## src/rtl/pipe_hazard_ctrl_if.sv

```systemverilog
`default_nettype none
// ============================================================================
//  Module   : pipe_hazard_ctrl_if
//  Brief    : Bundle of ID/EX hazard inputs and stall/flush controls exchanged
//             between the pipeline datapath and the hazard controller.
//  Revision : 1.0  initial release
// ============================================================================
interface pipe_hazard_ctrl_if #(
   parameter int CNT_W = 16
);
   logic [4:0]       id_rs1_i;
   logic [4:0]       id_rs2_i;
   logic             id_uses_rs2_i;
   logic [4:0]       ex_rd_i;
   logic             ex_memread_i;
   logic             ex_branch_taken_i;
   logic             mem_req_i;
   logic             mem_ready_i;
   logic             pc_write_o;
   logic             ifid_write_o;
   logic             ifid_flush_o;
   logic             idex_flush_o;
   logic             pipe_freeze_o;
   logic [CNT_W-1:0] stall_cnt_o;
   logic [CNT_W-1:0] flush_cnt_o;

   // Datapath side: supplies hazard information, consumes controls.
   modport master (
      output id_rs1_i, id_rs2_i, id_uses_rs2_i, ex_rd_i, ex_memread_i,
             ex_branch_taken_i, mem_req_i, mem_ready_i,
      input  pc_write_o, ifid_write_o, ifid_flush_o, idex_flush_o,
             pipe_freeze_o, stall_cnt_o, flush_cnt_o
   );

   // Controller side.
   modport slave (
      input  id_rs1_i, id_rs2_i, id_uses_rs2_i, ex_rd_i, ex_memread_i,
             ex_branch_taken_i, mem_req_i, mem_ready_i,
      output pc_write_o, ifid_write_o, ifid_flush_o, idex_flush_o,
             pipe_freeze_o, stall_cnt_o, flush_cnt_o
   );
endinterface
`default_nettype wire

```

## src/rtl/pipe_hazard_ctrl.sv

```systemverilog
`default_nettype none
// ============================================================================
//  Module   : pipe_hazard_ctrl
//  Brief    : Stall/flush generator for a 5-stage pipeline: load-use bubbles,
//             taken-branch squash, data-memory wait freeze, and saturating
//             stall/flush performance counters.
//  Revision : 1.0  initial release
// ============================================================================
module pipe_hazard_ctrl #(
   parameter int LU_BUBBLES = 1,   // 1..7
   parameter int BR_EXTRA   = 0,   // 0..3
   parameter int CNT_W      = 16
) (
   input wire clk,
   input wire reset,               // asynchronous, active low
   pipe_hazard_ctrl_if.slave bus
);

   localparam logic [1:0]       S_RUN       = 2'd0;
   localparam logic [1:0]       S_LU_WAIT   = 2'd1;
   localparam logic [1:0]       S_BR_SQUASH = 2'd2;
   localparam logic [2:0]       C_LU_LOAD   = 3'(LU_BUBBLES - 1);
   localparam logic [2:0]       C_BR_LOAD   = 3'(BR_EXTRA);
   localparam logic [CNT_W-1:0] C_CNT_MAX   = '1;

   logic [1:0]       state_q, state_d;
   logic [2:0]       cnt_q, cnt_d;
   logic [CNT_W-1:0] stall_cnt_q, stall_cnt_d;
   logic [CNT_W-1:0] flush_cnt_q, flush_cnt_d;

   logic w_freeze, w_branch, w_hz;
   logic w_pc_write, w_ifid_write, w_ifid_flush, w_idex_flush, w_pipe_freeze;

   // Freeze outranks everything; a branch is only accepted when not frozen.
   assign w_freeze = bus.mem_req_i & ~bus.mem_ready_i;
   assign w_branch = bus.ex_branch_taken_i & ~w_freeze;
   assign w_hz     = bus.ex_memread_i & (bus.ex_rd_i != 5'd0) &
                     ((bus.ex_rd_i == bus.id_rs1_i) |
                      (bus.id_uses_rs2_i & (bus.ex_rd_i == bus.id_rs2_i)));

   // State and bubble/squash down-counter register.
   always_ff @(posedge clk or negedge reset) begin
      if (!reset) begin
         state_q <= S_RUN;
         cnt_q   <= 3'd0;
      end else begin
         state_q <= state_d;
         cnt_q   <= cnt_d;
      end
   end

   // Next-state: branch redirects from any state, load-use only from RUN.
   always_comb begin
      state_d = state_q;
      cnt_d   = cnt_q;
      if (w_freeze) begin
         state_d = state_q;
         cnt_d   = cnt_q;
      end else if (w_branch) begin
         state_d = (BR_EXTRA > 0) ? S_BR_SQUASH : S_RUN;
         cnt_d   = (BR_EXTRA > 0) ? C_BR_LOAD : 3'd0;
      end else begin
         case (state_q)
            S_RUN: begin
               if (w_hz && (LU_BUBBLES > 1)) begin
                  state_d = S_LU_WAIT;
                  cnt_d   = C_LU_LOAD;
               end
            end
            S_LU_WAIT, S_BR_SQUASH: begin
               if (cnt_q <= 3'd1) begin
                  state_d = S_RUN;
                  cnt_d   = 3'd0;
               end else begin
                  cnt_d   = cnt_q - 3'd1;
               end
            end
            default: begin
               state_d = S_RUN;
               cnt_d   = 3'd0;
            end
         endcase
      end
   end

   // Control outputs straight from reset, inputs and current state.
   always_comb begin
      w_pc_write    = 1'b1;
      w_ifid_write  = 1'b1;
      w_ifid_flush  = 1'b0;
      w_idex_flush  = 1'b0;
      w_pipe_freeze = 1'b0;
      if (!reset) begin
         w_pc_write   = 1'b0;
         w_ifid_write = 1'b0;
         w_ifid_flush = 1'b1;
         w_idex_flush = 1'b1;
      end else if (w_freeze) begin
         w_pc_write    = 1'b0;
         w_ifid_write  = 1'b0;
         w_pipe_freeze = 1'b1;
      end else if (w_branch) begin
         w_ifid_flush = 1'b1;
         w_idex_flush = 1'b1;
      end else begin
         case (state_q)
            S_RUN: begin
               if (w_hz) begin
                  w_pc_write   = 1'b0;
                  w_ifid_write = 1'b0;
                  w_idex_flush = 1'b1;
               end
            end
            S_LU_WAIT: begin
               w_pc_write   = 1'b0;
               w_ifid_write = 1'b0;
               w_idex_flush = 1'b1;
            end
            S_BR_SQUASH: begin
               w_ifid_flush = 1'b1;
            end
            default: begin
               w_pc_write = 1'b1;
            end
         endcase
      end
   end

   // Saturating event counter increments.
   always_comb begin
      stall_cnt_d = stall_cnt_q;
      flush_cnt_d = flush_cnt_q;
      if (!w_pc_write && (stall_cnt_q != C_CNT_MAX)) begin
         stall_cnt_d = stall_cnt_q + 1'b1;
      end
      if (w_branch && (flush_cnt_q != C_CNT_MAX)) begin
         flush_cnt_d = flush_cnt_q + 1'b1;
      end
   end

   // Performance counter registers, cleared by reset.
   always_ff @(posedge clk or negedge reset) begin
      if (!reset) begin
         stall_cnt_q <= '0;
         flush_cnt_q <= '0;
      end else begin
         stall_cnt_q <= stall_cnt_d;
         flush_cnt_q <= flush_cnt_d;
      end
   end

   assign bus.pc_write_o    = w_pc_write;
   assign bus.ifid_write_o  = w_ifid_write;
   assign bus.ifid_flush_o  = w_ifid_flush;
   assign bus.idex_flush_o  = w_idex_flush;
   assign bus.pipe_freeze_o = w_pipe_freeze;
   assign bus.stall_cnt_o   = stall_cnt_q;
   assign bus.flush_cnt_o   = flush_cnt_q;

endmodule
`default_nettype wire

```

## src/flat_wrapper.sv

```systemverilog
// flat-port wrapper written by rule: the top's interface ports become plain ports
module pipe_hazard_ctrl_flat 
#(
   parameter int LU_BUBBLES = 1,          
   parameter int BR_EXTRA   = 0,          
   parameter int CNT_W      = 16
)
  (clk, reset, bus_id_rs1_i, bus_id_rs2_i, bus_id_uses_rs2_i, bus_ex_rd_i, bus_ex_memread_i, bus_ex_branch_taken_i, bus_mem_req_i, bus_mem_ready_i, bus_pc_write_o, bus_ifid_write_o, bus_ifid_flush_o, bus_idex_flush_o, bus_pipe_freeze_o, bus_stall_cnt_o, bus_flush_cnt_o);
  pipe_hazard_ctrl_if #(.CNT_W(CNT_W)) bus_i ();
  input wire clk;
  input wire reset;
  input wire logic [$bits(bus_i.id_rs1_i)-1:0] bus_id_rs1_i;
  input wire logic [$bits(bus_i.id_rs2_i)-1:0] bus_id_rs2_i;
  input wire logic [$bits(bus_i.id_uses_rs2_i)-1:0] bus_id_uses_rs2_i;
  input wire logic [$bits(bus_i.ex_rd_i)-1:0] bus_ex_rd_i;
  input wire logic [$bits(bus_i.ex_memread_i)-1:0] bus_ex_memread_i;
  input wire logic [$bits(bus_i.ex_branch_taken_i)-1:0] bus_ex_branch_taken_i;
  input wire logic [$bits(bus_i.mem_req_i)-1:0] bus_mem_req_i;
  input wire logic [$bits(bus_i.mem_ready_i)-1:0] bus_mem_ready_i;
  output wire logic [$bits(bus_i.pc_write_o)-1:0] bus_pc_write_o;
  output wire logic [$bits(bus_i.ifid_write_o)-1:0] bus_ifid_write_o;
  output wire logic [$bits(bus_i.ifid_flush_o)-1:0] bus_ifid_flush_o;
  output wire logic [$bits(bus_i.idex_flush_o)-1:0] bus_idex_flush_o;
  output wire logic [$bits(bus_i.pipe_freeze_o)-1:0] bus_pipe_freeze_o;
  output wire logic [$bits(bus_i.stall_cnt_o)-1:0] bus_stall_cnt_o;
  output wire logic [$bits(bus_i.flush_cnt_o)-1:0] bus_flush_cnt_o;
  assign bus_i.id_rs1_i = bus_id_rs1_i;
  assign bus_i.id_rs2_i = bus_id_rs2_i;
  assign bus_i.id_uses_rs2_i = bus_id_uses_rs2_i;
  assign bus_i.ex_rd_i = bus_ex_rd_i;
  assign bus_i.ex_memread_i = bus_ex_memread_i;
  assign bus_i.ex_branch_taken_i = bus_ex_branch_taken_i;
  assign bus_i.mem_req_i = bus_mem_req_i;
  assign bus_i.mem_ready_i = bus_mem_ready_i;
  assign bus_pc_write_o = bus_i.pc_write_o;
  assign bus_ifid_write_o = bus_i.ifid_write_o;
  assign bus_ifid_flush_o = bus_i.ifid_flush_o;
  assign bus_idex_flush_o = bus_i.idex_flush_o;
  assign bus_pipe_freeze_o = bus_i.pipe_freeze_o;
  assign bus_stall_cnt_o = bus_i.stall_cnt_o;
  assign bus_flush_cnt_o = bus_i.flush_cnt_o;
  pipe_hazard_ctrl #(.LU_BUBBLES(LU_BUBBLES), .BR_EXTRA(BR_EXTRA), .CNT_W(CNT_W)) u_core (.clk(clk), .reset(reset), .bus(bus_i));
endmodule
```

## config.mk

```make
export PLATFORM = sky130hd
export DESIGN_NAME = pipe_hazard_ctrl_flat
export DESIGN_NICKNAME = d
export VERILOG_FILES = /design/src/rtl/pipe_hazard_ctrl_if.sv /design/src/rtl/pipe_hazard_ctrl.sv /design/src/flat_wrapper.sv
export SDC_FILE = /design/constraint.sdc
export NUM_CORES = 1
export LEC_CHECK = 0
export CAP_MARGIN = 20
export CORE_ASPECT_RATIO = 1.4
export CORE_MARGIN = 5
export CORE_UTILIZATION = 48
export CTS_CLUSTER_SIZE = 24
export DETAILED_ROUTE_END_ITERATION = 8
export PLACE_DENSITY = 0.85
export SYNTH_ARGS = -nofsm -noshare
export SYNTH_HDL_FRONTEND = slang
export SYNTH_SLANG_ARGS = --single-unit
```

## constraint.sdc

```tcl
create_clock -name clk -period 3.85 [get_ports clk]
set_input_delay 0.385 -clock clk [delete_from_list [all_inputs] [get_ports clk]]
set_output_delay 0.385 -clock clk [all_outputs]
set_load 0.02 [all_outputs]
```

==> impl_summary.log, run 1 <==
INFO  metric antenna_found_initial = 0
INFO  metric post-cts-setup-buffers = 0
INFO  metric port_buffers = 58
INFO  metric combinational_power_share = 38.3%
INFO  metric routed_wire_length_per_instance = 15.65 um
INFO  metric synth.top_cells.by_area = sky130_fd_sc_hd__dfrtp_1 48%, sky130_fd_sc_hd__xnor2_1 11%, sky130_fd_sc_hd__xor2_1 9.5%
INFO  metric worst_reg2reg_path_startpoint = u_core.bus.stall_cnt_o[0]$_DFFE_PN0P_
INFO  metric initial_core_util = 49.53%
INFO  metric power = 1.402 mW
INFO  metric min_path_type = reg2reg
INFO  metric finalCritPeriodShare = 81.15%
INFO  metric synth_area_leader_cell = sky130_fd_sc_hd__dfrtp_1
INFO  metric net-switching-power = 0.5043 mW
INFO  metric quantity_of_gates_resized_following_cts = 0
INFO  metric hold_buffer_count_at_cts = 0
INFO  metric worst_hold_startpoint = u_core.bus.stall_cnt_o[8]$_DFFE_PN0P_
INFO  metric drt_first_pass_iters = 4
INFO  metric most_frequent_cells_after_synthesis = 32 x sky130_fd_sc_hd__dfrtp_1, 21 x sky130_fd_sc_hd__xnor2_1, 20 x sky130_fd_sc_hd__nand2_1
INFO  metric routed_wl = 4116 um
INFO  metric routabilityCongestion = 0.7961
INFO  metric std_cell_rows = 25
INFO  metric final_slew_violations = 0
INFO  metric synth_top_cell_area_share = 48.30%
INFO  metric power.clock.fraction = 22.8%
INFO  metric htree_levels = 2
INFO  metric worstSkewPairLatency = 290 ps
INFO  metric routed_via_density = 5.209
INFO  metric cts_root_buf = sky130_fd_sc_hd__clkbuf_8
INFO  metric rsz0062_at_grt = false
INFO  metric powerDensity = 585.9 nW/um2
INFO  metric hold_violations = 0
INFO  metric placement.cell_area = 2281 um2
INFO  metric maxSlewHeadroom = 59.59%
INFO  metric cts.sinks = 32
INFO  metric number_of_nets_still_failing_antenna_checks_after_routing = 0
INFO  metric synth.ff_latch_count = 32
INFO  metric timing.critical_path.from = bus_ex_rd_i[0]
INFO  metric clk_path_buf_depth = 2
INFO  metric vias_after_detailed_routing = 1370
INFO  metric async_reset_ff_share = 100.0%
INFO  metric run_status = completed
INFO  metric clk_pin_slew = 70 ps
INFO  metric period_needed = 3124 ps
INFO  metric drive_above_1_share = 6.726%
INFO  metric critical_path_peak_fanout = 17
INFO  metric synthesis.area = 1658 um2
INFO  metric internal_portion_of_total_power = 0.8973 mW
INFO  metric share_of_total_power_consumed_by_net_switching = 35.98%
INFO  metric ir_drop = 0.0004657 V
INFO  metric max_freq = 320.1 MHz
INFO  metric leakage = 0.9926 nW
INFO  metric synth_cell_type_count = 28
INFO  metric total_die_area = 4746 um2
INFO  metric drc_violations_left = 0
INFO  metric hpwlAfterDp = 3087 um
INFO  metric wire_length_of_the_first_global_routing_pass = 6969 um
INFO  metric tritoncts = done
INFO  metric overflow = 0
INFO  metric element_type_at_the_critical_path_end = primary output
INFO  metric post_synth_inst_count = 158
INFO  metric yosys_warn_count = 0
INFO  metric design.final.nets = 246
INFO  metric total_routing_usage_reported_by_global_routing = 19.62%
INFO  metric avgSynthCellArea = 10.49 um2
INFO  metric synth_sequential_area_ratio = 48.30%
INFO  metric number_of_violations_reported_at_the_end_of_detailed_routing_iteration_0 = 33
INFO  metric cts_inserted_buffers = 5
INFO  metric grt_start_max_net_pins = 36
INFO  metric grt_pass1_vias = 1521
INFO  metric path_class = in2out
INFO  metric finalSetupViolCount = 0
INFO  metric cp.required = 3460 ps
INFO  metric ioPinCount = 59
INFO  metric fin_setup_tns = 0 ps
INFO  metric die_h = 79.54 um
INFO  metric die_x = 59.67 um
INFO  metric syn_nets = 182
INFO  metric max_cap_violations = 0
INFO  metric final_core_utilization = 71.48%
INFO  metric area_overhead_of_the_layout_relative_to_synthesis = 44.30%
INFO  metric finalNonFillerCells = 263
INFO  metric synth.most_common_cell = sky130_fd_sc_hd__dfrtp_1
INFO  metric core = 3347 um2
INFO  metric synth_enable_flop_cells = 0
INFO  metric cp.arrival = 2740 ps
INFO  metric antenna_cells_inserted = 0
INFO  metric sequential_share_of_power = 38.9%
INFO  metric synth_flop_cell = sky130_fd_sc_hd__dfrtp_1
INFO  metric place.detailed.instances = 255
INFO  metric worst-slew-pin-transition = 603.9 ps
INFO  metric crit_path_start_kind = input port
INFO  metric postLayoutCellArea = 2392 um2
INFO  metric final.setup_skew = 8.756 ps
==> cell families after synthesis <==
group | after synthesis | share of synthesized area, %
XOR/XNOR | 39 | 20.60
adder cells (fa/ha/maj) | 2 | 1.509
multiplexers | 3 | 2.264
buffers and inverters | 6 | 1.811
flip-flops | 32 | 48.30
AO/OA/AOI/OAI | 6 | 3.925
AND/OR/NAND/NOR | 70 | 21.59
==> worst max-delay path: stages <==
cell	delay (ps)
sky130_fd_sc_hd__clkdlybuf4s50_1	460
sky130_fd_sc_hd__or4_1	550
sky130_fd_sc_hd__o21ai_1	160
sky130_fd_sc_hd__nor2_1	90
sky130_fd_sc_hd__a21oi_4	390
sky130_fd_sc_hd__clkdlybuf4s50_1	700
==> power by group through the flow <==
stage,clock network [mW],registers [mW],logic [mW]
4_1_cts,0.327,0.545,0.543
6_report,0.320,0.545,0.537
2_1_floorplan,0,0.638,0.172
3_5_place_dp,0,0.548,0.536
5_1_grt,0.348,0.564,0.581
3_3_place_gp,0,0.544,0.521
==> path summary, 6_finish.rpt <==
check	slack (ps)	depth (start not counted)	end
max in group asynchronous	2950	2	u_core.bus.stall_cnt_o[11]$_DFFE_PN0P_
max reg2reg	1660	7	u_core.bus.stall_cnt_o[1]$_DFFE_PN0P_
max	730	6	bus_ifid_write_o
min in group asynchronous	590	2	u_core.bus.flush_cnt_o[2]$_DFFE_PN0P_
min reg2reg	480	1	u_core.bus.stall_cnt_o[8]$_DFFE_PN0P_
min	480	1	u_core.bus.stall_cnt_o[8]$_DFFE_PN0P_
==> through the flow <==
step | hold WS (ps) | setup WS (ps)
after floorplan | 89.41 | 1782
after global placement | 476.7 | 736.1
after detailed placement | 478.5 | 713.5
after CTS | 488.2 | 708.9
after global routing | 521.4 | 607.1
final | 483.9 | 725.5
==> state kept, by name (all words and copies together), names as in the netlist <==
| name | cells |
|---|---|
| u_core.bus.stall_cnt_o | 16 |
| u_core.bus.flush_cnt_o | 16 |
==> layout by cell type, fill, tap and decap left out, drive strengths merged, types with 4 or more instances in the layout <==
cell,count
nor2,10
xnor2,21
dfrtp,32
nand2,20
clkdlybuf4s50,58
xor2,18
nor3,7
clkbuf,5
nor4,4
nand3,10
nand4,7
inv,4
==> per-layer routing <==
metal	GRT usage (%)	wire length (um)	part of all wire [%]	up-vias
met1	22.23	1548	38	658
met3	5.178	153	3.7	8
met4	8.204	99	2.4	0
met5	0	0	0	-
met2	33.77	2314	56	34
li1	-	-	-	670
==> cell type report <==
| cell class | instances | area, um2 |
|---|---|---|
| clock buffers | 5 | 68.82 |
| inverters | 4 | 15.01 |
| well taps | 40 | 50.05 |
| multi-input cells | 120 | 827.0 |
| repair buffers | 59 | 588.1 |
| clock inverters | 3 | 42.54 |
| fillers | 267 | 954.7 |
| flip-flops and latches | 32 | 800.8 |
Note: power is estimated with default switching activity, not from simulation.
==> run 2: changes to the inputs <==
--- a/config.mk
+++ b/config.mk
@@ -8,10 +8,10 @@
 export CAP_MARGIN = 20
 export CORE_ASPECT_RATIO = 1.4
 export CORE_MARGIN = 5
-export CORE_UTILIZATION = 48
+export CORE_UTILIZATION = 44
 export CTS_CLUSTER_SIZE = 24
 export DETAILED_ROUTE_END_ITERATION = 8
-export PLACE_DENSITY = 0.85
+export PLACE_DENSITY = 0.79
 export SYNTH_ARGS = -nofsm -noshare
 export SYNTH_HDL_FRONTEND = slang
 export SYNTH_SLANG_ARGS = --single-unit
==> constraint.sdc (replaced) <==
create_clock -name clk -period 2.9 [get_ports clk]
set_input_delay 0.29 -clock clk [delete_from_list [all_inputs] [get_ports clk]]
set_output_delay 0.29 -clock clk [all_outputs]
set_load 0.02 [all_outputs]
==> impl_summary.log, run 2 (synthesized netlist as in run 1, its figures left out) <==
INFO  metric min_path_type = in2async
INFO  metric powerDensity = 727.5 nW/um2 (+24%)
INFO  metric total_routing_usage_reported_by_global_routing = 16.86% (-2.8 points)
INFO  metric number_of_violations_reported_at_the_end_of_detailed_routing_iteration_0 = 35 (+6.1%)
INFO  metric vias_after_detailed_routing = 1366 (-0.29%)
INFO  metric drive_above_1_share = 7.111% (+0.38 points)
INFO  metric worst-slew-pin-transition = 601.9 ps (-2.041 ps)
INFO  metric initial_core_util = 45.50% (-4.0 points)
INFO  metric hold_violations = 0 (unchanged)
INFO  metric leakage = 0.9948 nW (+0.22%)
INFO  metric rsz0062_at_grt = false
INFO  metric antenna_cells_inserted = 0 (unchanged)
INFO  metric wire_length_of_the_first_global_routing_pass = 6279 um (-9.9%)
INFO  metric worst_path_max_delay_cell = sky130_fd_sc_hd__clkdlybuf4s50_1
INFO  metric fin_ws = 208.7 ps (-516.8 ps)
INFO  metric finalCritPeriodShare = 92.80%
INFO  metric timing.critical_path.slowest_cell_delay = 640 ps (-60 ps)
INFO  metric max_cap_violations = 0 (unchanged)
INFO  metric r2r.worst_path.cells = 7 (unchanged)
INFO  metric timing.critical_path.mode_cell = sky130_fd_sc_hd__clkdlybuf4s50_1
INFO  metric worstSkewPairLatency = 280 ps (about the same)
INFO  metric drc_violations_left = 0 (unchanged)
INFO  metric pre_cts_ws = 207.2 ps (-506.3 ps)
INFO  metric element_type_at_the_critical_path_end = primary output
INFO  metric register_to_register_setup_slack = 970 ps (-690 ps)
INFO  metric cp.arrival = 2400 ps (-340 ps)
INFO  metric final_core_utilization = 65.42% (-6.1 points)
INFO  metric timing.critical_path.buf_inv = 2 (unchanged)
INFO  metric die_h = 82.63 um (+3.9%)
INFO  metric die_x = 61.88 um (+3.7%)
INFO  metric quantity_of_gates_resized_following_cts = 0 (unchanged)
INFO  metric cpLargestDelayFamily = buffers and inverters
INFO  metric ir_drop = 0.0006436 V (+38%)
INFO  metric routabilityCongestion = 0.7704 (-3.2%)
INFO  metric hold_buffer_count_at_cts = 0 (unchanged)
INFO  metric crit_path_start_kind = input port
INFO  metric crit_path_cell_trace = clkdlybuf4s50_1, or4_1, o21ai_1, nor2_1, a21oi_4, clkdlybuf4s50_1
INFO  metric critical_path_peak_fanout = 4 (-13)
INFO  metric core = 3643 um2 (+8.9%)
INFO  metric post-cts-setup-buffers = 0 (unchanged)
INFO  metric max_freq = 371.6 MHz
INFO  metric fin_setup_tns = 0 ps (unchanged)
INFO  metric std_cell_rows = 26 (+4.0%)
INFO  metric grt_start_max_net_pins = 21 (-42%)
INFO  metric routed_via_density = 5.116 (-1.8%)
INFO  metric routed_wire_length_per_instance = 14.28 um (-8.8%)
INFO  metric path_class = in2out
INFO  metric cts_inserted_buffers = 5 (unchanged)
INFO  metric cts.sinks = 32 (unchanged)
INFO  metric clk_path_buf_depth = 2 (unchanged)
INFO  metric final_slew_violations = 0 (unchanged)
INFO  metric finalNonFillerCells = 267 (+1.5%)
INFO  metric ioPinCount = 59 (unchanged)
INFO  metric period_needed = 2691 ps
INFO  metric htree_levels = 2 (unchanged)
INFO  metric final_cell_mix = 58 x sky130_fd_sc_hd__clkdlybuf4s50_1, 32 x sky130_fd_sc_hd__dfrtp_1, 21 x sky130_fd_sc_hd__xnor2_1
INFO  metric final.setup_skew = 5.263 ps (-3.493 ps)
INFO  metric clk_pin_slew = 60 ps (about the same)
INFO  metric antenna_found_initial = 0 (unchanged)
INFO  metric holdWs = 278.4 ps (-205.5 ps)
INFO  metric number_of_nets_still_failing_antenna_checks_after_routing = 0 (unchanged)
INFO  metric area_overhead_of_the_layout_relative_to_synthesis = 43.77%
INFO  metric overflow = 0 (unchanged)
INFO  metric grt_pass1_vias = 1380 (-9.3%)
INFO  metric design.final.nets = 249 (+1.2%)
INFO  metric finalSetupViolCount = 0 (unchanged)
INFO  metric routed_wl = 3812 um (-7.4%)
INFO  metric maxSlewHeadroom = 59.24% (-0.35 points)
INFO  metric worst_reg2reg_path_startpoint = u_core.bus.flush_cnt_o[0]$_DFFE_PN0P_
INFO  metric drt_first_pass_iters = 4 (unchanged)
INFO  metric crit-reg2reg-capture = u_core.bus.flush_cnt_o[9]$_DFFE_PN0P_
INFO  metric port_buffers = 58 (unchanged)
INFO  metric cts_root_buf = sky130_fd_sc_hd__clkbuf_8
INFO  metric hpwlAfterDp = 3014 um (-2.4%)
INFO  metric worst-path-stages = 6 (unchanged)
INFO  metric tritoncts = done
INFO  metric place.detailed.instances = 260 (+2.0%)
INFO  metric total_die_area = 5113 um2 (+7.7%)
INFO  metric cp.required = 2610 ps (-850 ps)
INFO  metric run_status = completed
INFO  metric layout_commonest_cell = sky130_fd_sc_hd__clkdlybuf4s50_1
## run 2: cell count changes in the layout (fill, tap and decap cells not counted), sizes merged
cell	delta
clkbuf	+1
buf	+3
clkinvlp	-1
bufinv	-1
## run 2: worst reg2reg max path, stage by stage (launching register included)
cell                      delay [ps]
sky130_fd_sc_hd__dfrtp_1         410
sky130_fd_sc_hd__ha_1            240
sky130_fd_sc_hd__nand2_1          80
sky130_fd_sc_hd__nor2_1           70
sky130_fd_sc_hd__a41oi_2         410
sky130_fd_sc_hd__and3b_1         340
sky130_fd_sc_hd__nand4_1         140
sky130_fd_sc_hd__xnor2_1         140
## run 2: cell type report
cell class / instances / area, um2
inverters: 4 / 15.01
well taps: 42 / 52.55
repair buffers: 62 / 610.6
flip-flops and latches: 32 / 800.8
fillers: 319 / 1260
clock buffers: 6 / 72.57
multi-input cells: 120 / 827.0
clock inverters: 1 / 5.005
## run 2: routing by layer
layer / up-vias / GRT usage, % / share of wire, %
li1: 672 / - / -
met1: 649 / 18.21 / 39
met2: 38 / 30.50 / 55
met3: 7 / 4.821 / 4.3
met4: 0 / 5.732 / 1.5
met5: - / 0 / 0
## run 2: worst max path at each step
stage	from	end
2_1_floorplan	u_core.bus.stall_cnt_o[0]$_DFFE_PN0P_	u_core.bus.stall_cnt_o[1]$_DFFE_PN0P_
3_3_place_gp	bus_ex_rd_i[0]	bus_ifid_write_o
3_5_place_dp	bus_ex_rd_i[0]	bus_ifid_write_o
4_1_cts	bus_ex_rd_i[0]	bus_ifid_write_o
5_1_grt	bus_ex_rd_i[0]	bus_ifid_write_o
6_report	bus_ex_rd_i[0]	bus_ifid_write_o
## run 2: through the flow
stage                     total power [mW]  cell area, um2
after floorplan                      1.075            1658
after global placement               1.417            2306
after detailed placement             1.432            2306
after CTS                            1.757            2384
after global routing                 1.844            2384
final                                1.734            2384
## run 2: where the power goes
group / internal [mW] / switching, mW / leakage [nW] / total, mW
logic: 0.369 / 0.332 / 0.551 / 0.701
clock network: 0.163 / 0.152 / 0.0410 / 0.315
registers: 0.569 / 0.150 / 0.402 / 0.718
==> run 3: changes to the inputs <==
--- a/config.mk
+++ b/config.mk
@@ -5,6 +5,7 @@
 export SDC_FILE = /design/constraint.sdc
 export NUM_CORES = 1
 export LEC_CHECK = 0
+export ABC_CLOCK_PERIOD_IN_PS = 2900
 export CAP_MARGIN = 20
 export CORE_ASPECT_RATIO = 1.4
 export CORE_MARGIN = 5
==> results of run 3 <==
Same layout as run 2: the final DEF is identical, and so are final timing and power.
==> RTL change 1 (config.mk and constraints of run 2) <==
`CNT_W` is set to 16 in 3 places; all go to 32.
--- a/src/rtl/pipe_hazard_ctrl_if.sv
+++ b/src/rtl/pipe_hazard_ctrl_if.sv
@@ -8,3 +8,3 @@
 interface pipe_hazard_ctrl_if #(
-   parameter int CNT_W = 16
+   parameter int CNT_W = 32
 );
--- a/src/rtl/pipe_hazard_ctrl.sv
+++ b/src/rtl/pipe_hazard_ctrl.sv
@@ -11,3 +11,3 @@
    parameter int BR_EXTRA   = 0,   // 0..3
-   parameter int CNT_W      = 16
+   parameter int CNT_W      = 32
 ) (
--- a/src/flat_wrapper.sv
+++ b/src/flat_wrapper.sv
@@ -5,3 +5,3 @@
    parameter int BR_EXTRA   = 0,          
-   parameter int CNT_W      = 16
+   parameter int CNT_W      = 32
 )
Interface: changed (resized bus_flush_cnt_o and bus_stall_cnt_o); port bits go from 59 to 91. No check against the original RTL was run, so the function may have changed too.
==> RTL change 1 against run 2 <==
- sequential cell count is 32 higher
- clock skew grew 3.8 ps
- first-iteration DRC count is 110% higher
- largest cell class is now sequential cells
- cell count grew 92%
- setup slack lost 3.3 ps
- utilization fell by 2.9 points
- design area rose by 91%
- sequential share of layout area up 1.7 points
- total power rose by 49%
- area after synthesis is 96% higher
- highest routed layer unchanged
- wire length increased by 110%
==> RTL change 1: results (changes against run 2) <==
RD Place Congestion: 0.832 (+8.0%)
maximum vdd ir drop: 0.000475 V (-26%)
R2R depth: 8 (+1)
syn nets: 330 (+81%)
Starting DRT DRC Count: 72 (+110%)
Clock-cell share: 5.04% (+1.8 points)
TritonCTS buffer count: 9 (+4)
post-synthesis cell type count: 38 (+36%)
met1 Use GR: 23.5% (+5.3 points)
Post-Synth Adder-Cell Area: 0.772% (-0.74 points)
placed inst area: 0.00430 sq mm (+86%)
via density per instance: 5.27 (+3.1%)
first-pass GRT wire length: 13.6 mm (+120%)
FFs & Latches: 64 (+100%)
GRT Overall Usage: 18.9% (+2.0 points)
Signal buffers: 98 (+58%)
post-synthesis mux area share: 0.695% (-1.6 points)
Synth Area in XOR/XNOR: 19.5% (-1.2 points)
leak pwr: 1.99 nW (+100%)
largest net degree at the start of global routing: 46 (+120%)
routed len/inst: 15.8 um (+11%)
Area Growth Syn to Fin: 40.1%
Slew HR: 50.2% (-9.0 points)
Post-synth top cells: dfrtp_1, xnor2_1, nand3_1
share of cells above drive strength 1: 9.13% (+2.0 points)
vias in the first global route: 2,843 (+110%)
met2 Track Usage GR: 31.5% (+0.97 points)
Fill cells: 608 (+91%)
met3 WL post-DR: 523 um (+220%)
met1 wire length: 3.31 mm (+120%)
top post-synthesis cells by area: dfrtp_1, xnor2_1, xor2_1
total number of H-tree levels: 3 (+1)
clkbuf count: 10 (+4)
Clk Latency, worst-skew pair: 340 ps (+60 ps)
FF-to-FF Start: u_core.bus.stall_cnt_o[0]
clock skew: 9.06 ps (+3.79 ps)
sequential area share after synthesis: 49.4% (+1.1 points)
status: finished, final reports clean
GR Layer Usage met3: 4.45% (-0.37 points)
Switch Pwr: 0.000795 W (+25%)
RTL change 1: cell types whose count changed in the layout (fill, tap and decap cells not counted), sizes merged, moves of 12 or more:
cell / delta
xnor2: +23
nor2: +13
nand3: +23
dfrtp: +32
nand4: +12
clkdlybuf4s50: +31
RTL change 1: metrics by stage:
| step | util (%) | setup WS [ps] | std cells |
|---|---|---|---|
| 2_1_floorplan | - | 788 | 306 |
| 3_3_place_gp | 59.1 | 93.7 | 496 |
| 3_5_place_dp | 59.1 | 103 | 496 |
| 4_1_cts | 62.4 | 98.1 | 513 |
| 5_1_grt | 62.5 | 77.7 | 513 |
| 6_report | 62.5 | 205 | 513 |
RTL change 1: what timing repair did:
item | CTS | global route
hold endpoints to repair | 19 | 0
setup endpoints to repair | 0 | 2
hold buffers | 1 | 0
resized for setup | 0 | 1
RTL change 1: power groups by stage:
stage | sequential [W] | clock, W | combinational [W]
after floorplan | 0.00121 | 0 | 0.000193
after global placement | 0.00113 | 0 | 0.000579
after detailed placement | 0.00113 | 0 | 0.000594
after CTS | 0.00112 | 0.000890 | 0.000601
after global routing | 0.00114 | 0.000926 | 0.000645
final | 0.00111 | 0.000875 | 0.000591
RTL change 1: critical path, cell delays in order:
cell	delay, ps
clkdlybuf4s50_1	410
or4_1	520
o21ai_1	240
nor2_1	90
a21boi_2	210
clkdlybuf4s50_1	650
RTL change 1: final timing paths:
check | endpoint | slack, ps
max | bus_pc_write_o | 210
min | u_core.bus.flush_cnt_o[13] | 460
max in group asynchronous | u_core.bus.stall_cnt_o[6] | 1550
max reg2reg | u_core.bus.stall_cnt_o[31] | 520
min in group clk | u_core.bus.flush_cnt_o[28] | 490
min reg2reg | u_core.bus.flush_cnt_o[28] | 490
==> RTL change 2 (settings of run 2) <==
Made on the original files. Make the reset (`reset`) synchronous in 2 clocked blocks. Comments in the files are not updated.
--- a/src/rtl/pipe_hazard_ctrl.sv
+++ b/src/rtl/pipe_hazard_ctrl.sv
@@ -41,3 +41,3 @@
    // State and bubble/squash down-counter register.
-   always_ff @(posedge clk or negedge reset) begin
+   always_ff @(posedge clk) begin
       if (!reset) begin
@@ -141,3 +141,3 @@
    // Performance counter registers, cleared by reset.
-   always_ff @(posedge clk or negedge reset) begin
+   always_ff @(posedge clk) begin
       if (!reset) begin
Formal check against the unedited RTL: differs if reset is asserted again (counterexample within 4 cycles, from zero or initial values and one cycle with reset low); with reset held inactive, the same outputs for 10 cycles.
==> RTL change 2 against run 2 <==
- sequential cell count did not move
- wire length rose by 21%
- setup slack improved by 160 ps
- fmax rose by 6.5%
- synthesized cell count rose by 38%
- design area rose by 5.6%
- area after synthesis rose by 6.6%
- critical path type unchanged
- largest cell class unchanged
Power is not compared: it rests on default switching activity, and its combinational part moved more than twofold at a synthesized area within 25%.
==> RTL change 2: results (changes against run 2) <==
worst hold-check path type: register to register
Fill cells: 340 (+6.6%)
post-synthesis cell type count: 39 (+39%)
R2R Setup Slk: 810 ps (-160 ps)
sequential area share after synthesis: 36.2% (-12 points)
CP max FO: 3 (-1)
syn nets: 242 (+33%)
asr flop ratio synth: 0% (-100 points)
Starting DRT DRC Count: 112 (+220%)
Ant. Diodes: 0 (unchanged)
placed inst area: 0.00239 sq mm (+3.6%)
GRT Overall Usage: 18.1% (+1.3 points)
post-route design area: 0.00252 sq mm (+5.6%)
first-pass GRT wire length: 8.18 mm (+30%)
status: finished, final reports clean
clock skew: 6.56 ps (+1.30 ps)
top post-synthesis cells by area: dfxtp_1, xnor2_1, nor2_1
RD Place Congestion: 0.832 (+8.0%)
share of cells above drive strength 1: 6.79% (-0.33 points)
FF-to-FF Start: u_core.bus.flush_cnt_o[3]
vias in the first global route: 1,742 (+26%)
via count: 1,809 (+32%)
layout net count: 303 (+22%)
detailed placer's ending HPWL: 3.51 mm (+16%)
Post-synth top cells: dfxtp_1, nor2_1, nand2_1
routed len/inst: 14.3 um (-0.18%)
measured slew at the worst slew-check pin: 692 ps (+90.4 ps)
-- RTL change 2: changes by cell type in the layout (fill, tap and decap cells not counted), moves of 12 or more --
cell     change
nor2_1      +17
dfxtp_1     +32
dfrtp_1     -32
xor2_1      -12
a21oi_1     +12
-- RTL change 2: worst max-delay path: stages --
cell and delay, ps:
clkdlybuf4s50_1 480, nor4_1 400, a211oi_1 170, a21oi_2 250
clkdlybuf4s50_1 640
-- RTL change 2: logic make-up (layout without fill, tap and decap cells) --
group	Yosys count	count (layout)	share of synthesized area, %
AND/OR/NAND/NOR	104	104	30.8
AO/OA/AOI/OAI	38	38	14.4
flip-flops	32	32	36.2
XOR/XNOR	23	23	11.4
buffers and inverters	16	78	4.10
multiplexers	3	3	1.70
adder cells (fa/ha/maj)	2	2	1.42
-- RTL change 2: area by class of cell --
class,instances,area share (%)
sequential,32,25.5
tap,43,2.14
inverter,8,1.19
clock inverter,1,1.19
multi-input combinational,170,41.9
timing repair buffer,62,24.3
clock buffer,7,3.83
-- RTL change 2: path summary, 6_finish.rpt --
kind,end,depth (start not counted)
max reg2reg,u_core.bus.flush_cnt_o[10],6
max,bus_ifid_write_o,5
min reg2reg,u_core.bus.flush_cnt_o[1],2
min,u_core.bus.flush_cnt_o[1],2
-- RTL change 2: per-layer routing --
metal	vias to the layer above	GRT usage [%]	wire length, um
li1	905	-	-
met4	0	6.81	63
met3	6	4.50	200
met2	50	31.9	2470
met5	-	0	0
met1	848	20.8	1870
-- RTL change 2: stage by stage --
| stage | cells | setup WS [ps] |
|---|---|---|
| after global routing | 323 | 237 |
| after CTS | 323 | 338 |
| after detailed placement | 315 | 342 |
| after floorplan | 218 | 984 |
| after global placement | 315 | 366 |
| final | 323 | 372 |
-- RTL change 2: power by group --
part	switching (W)	internal, W	leakage (nW)	total (W)
clock	0.000168	0.000303	0.0645	0.000471
combinational	0.0000600	0.0000667	0.517	0.000127
sequential	0.00000704	0.000445	0.258	0.000452
total	0.000235	0.000815	0.840	0.00105
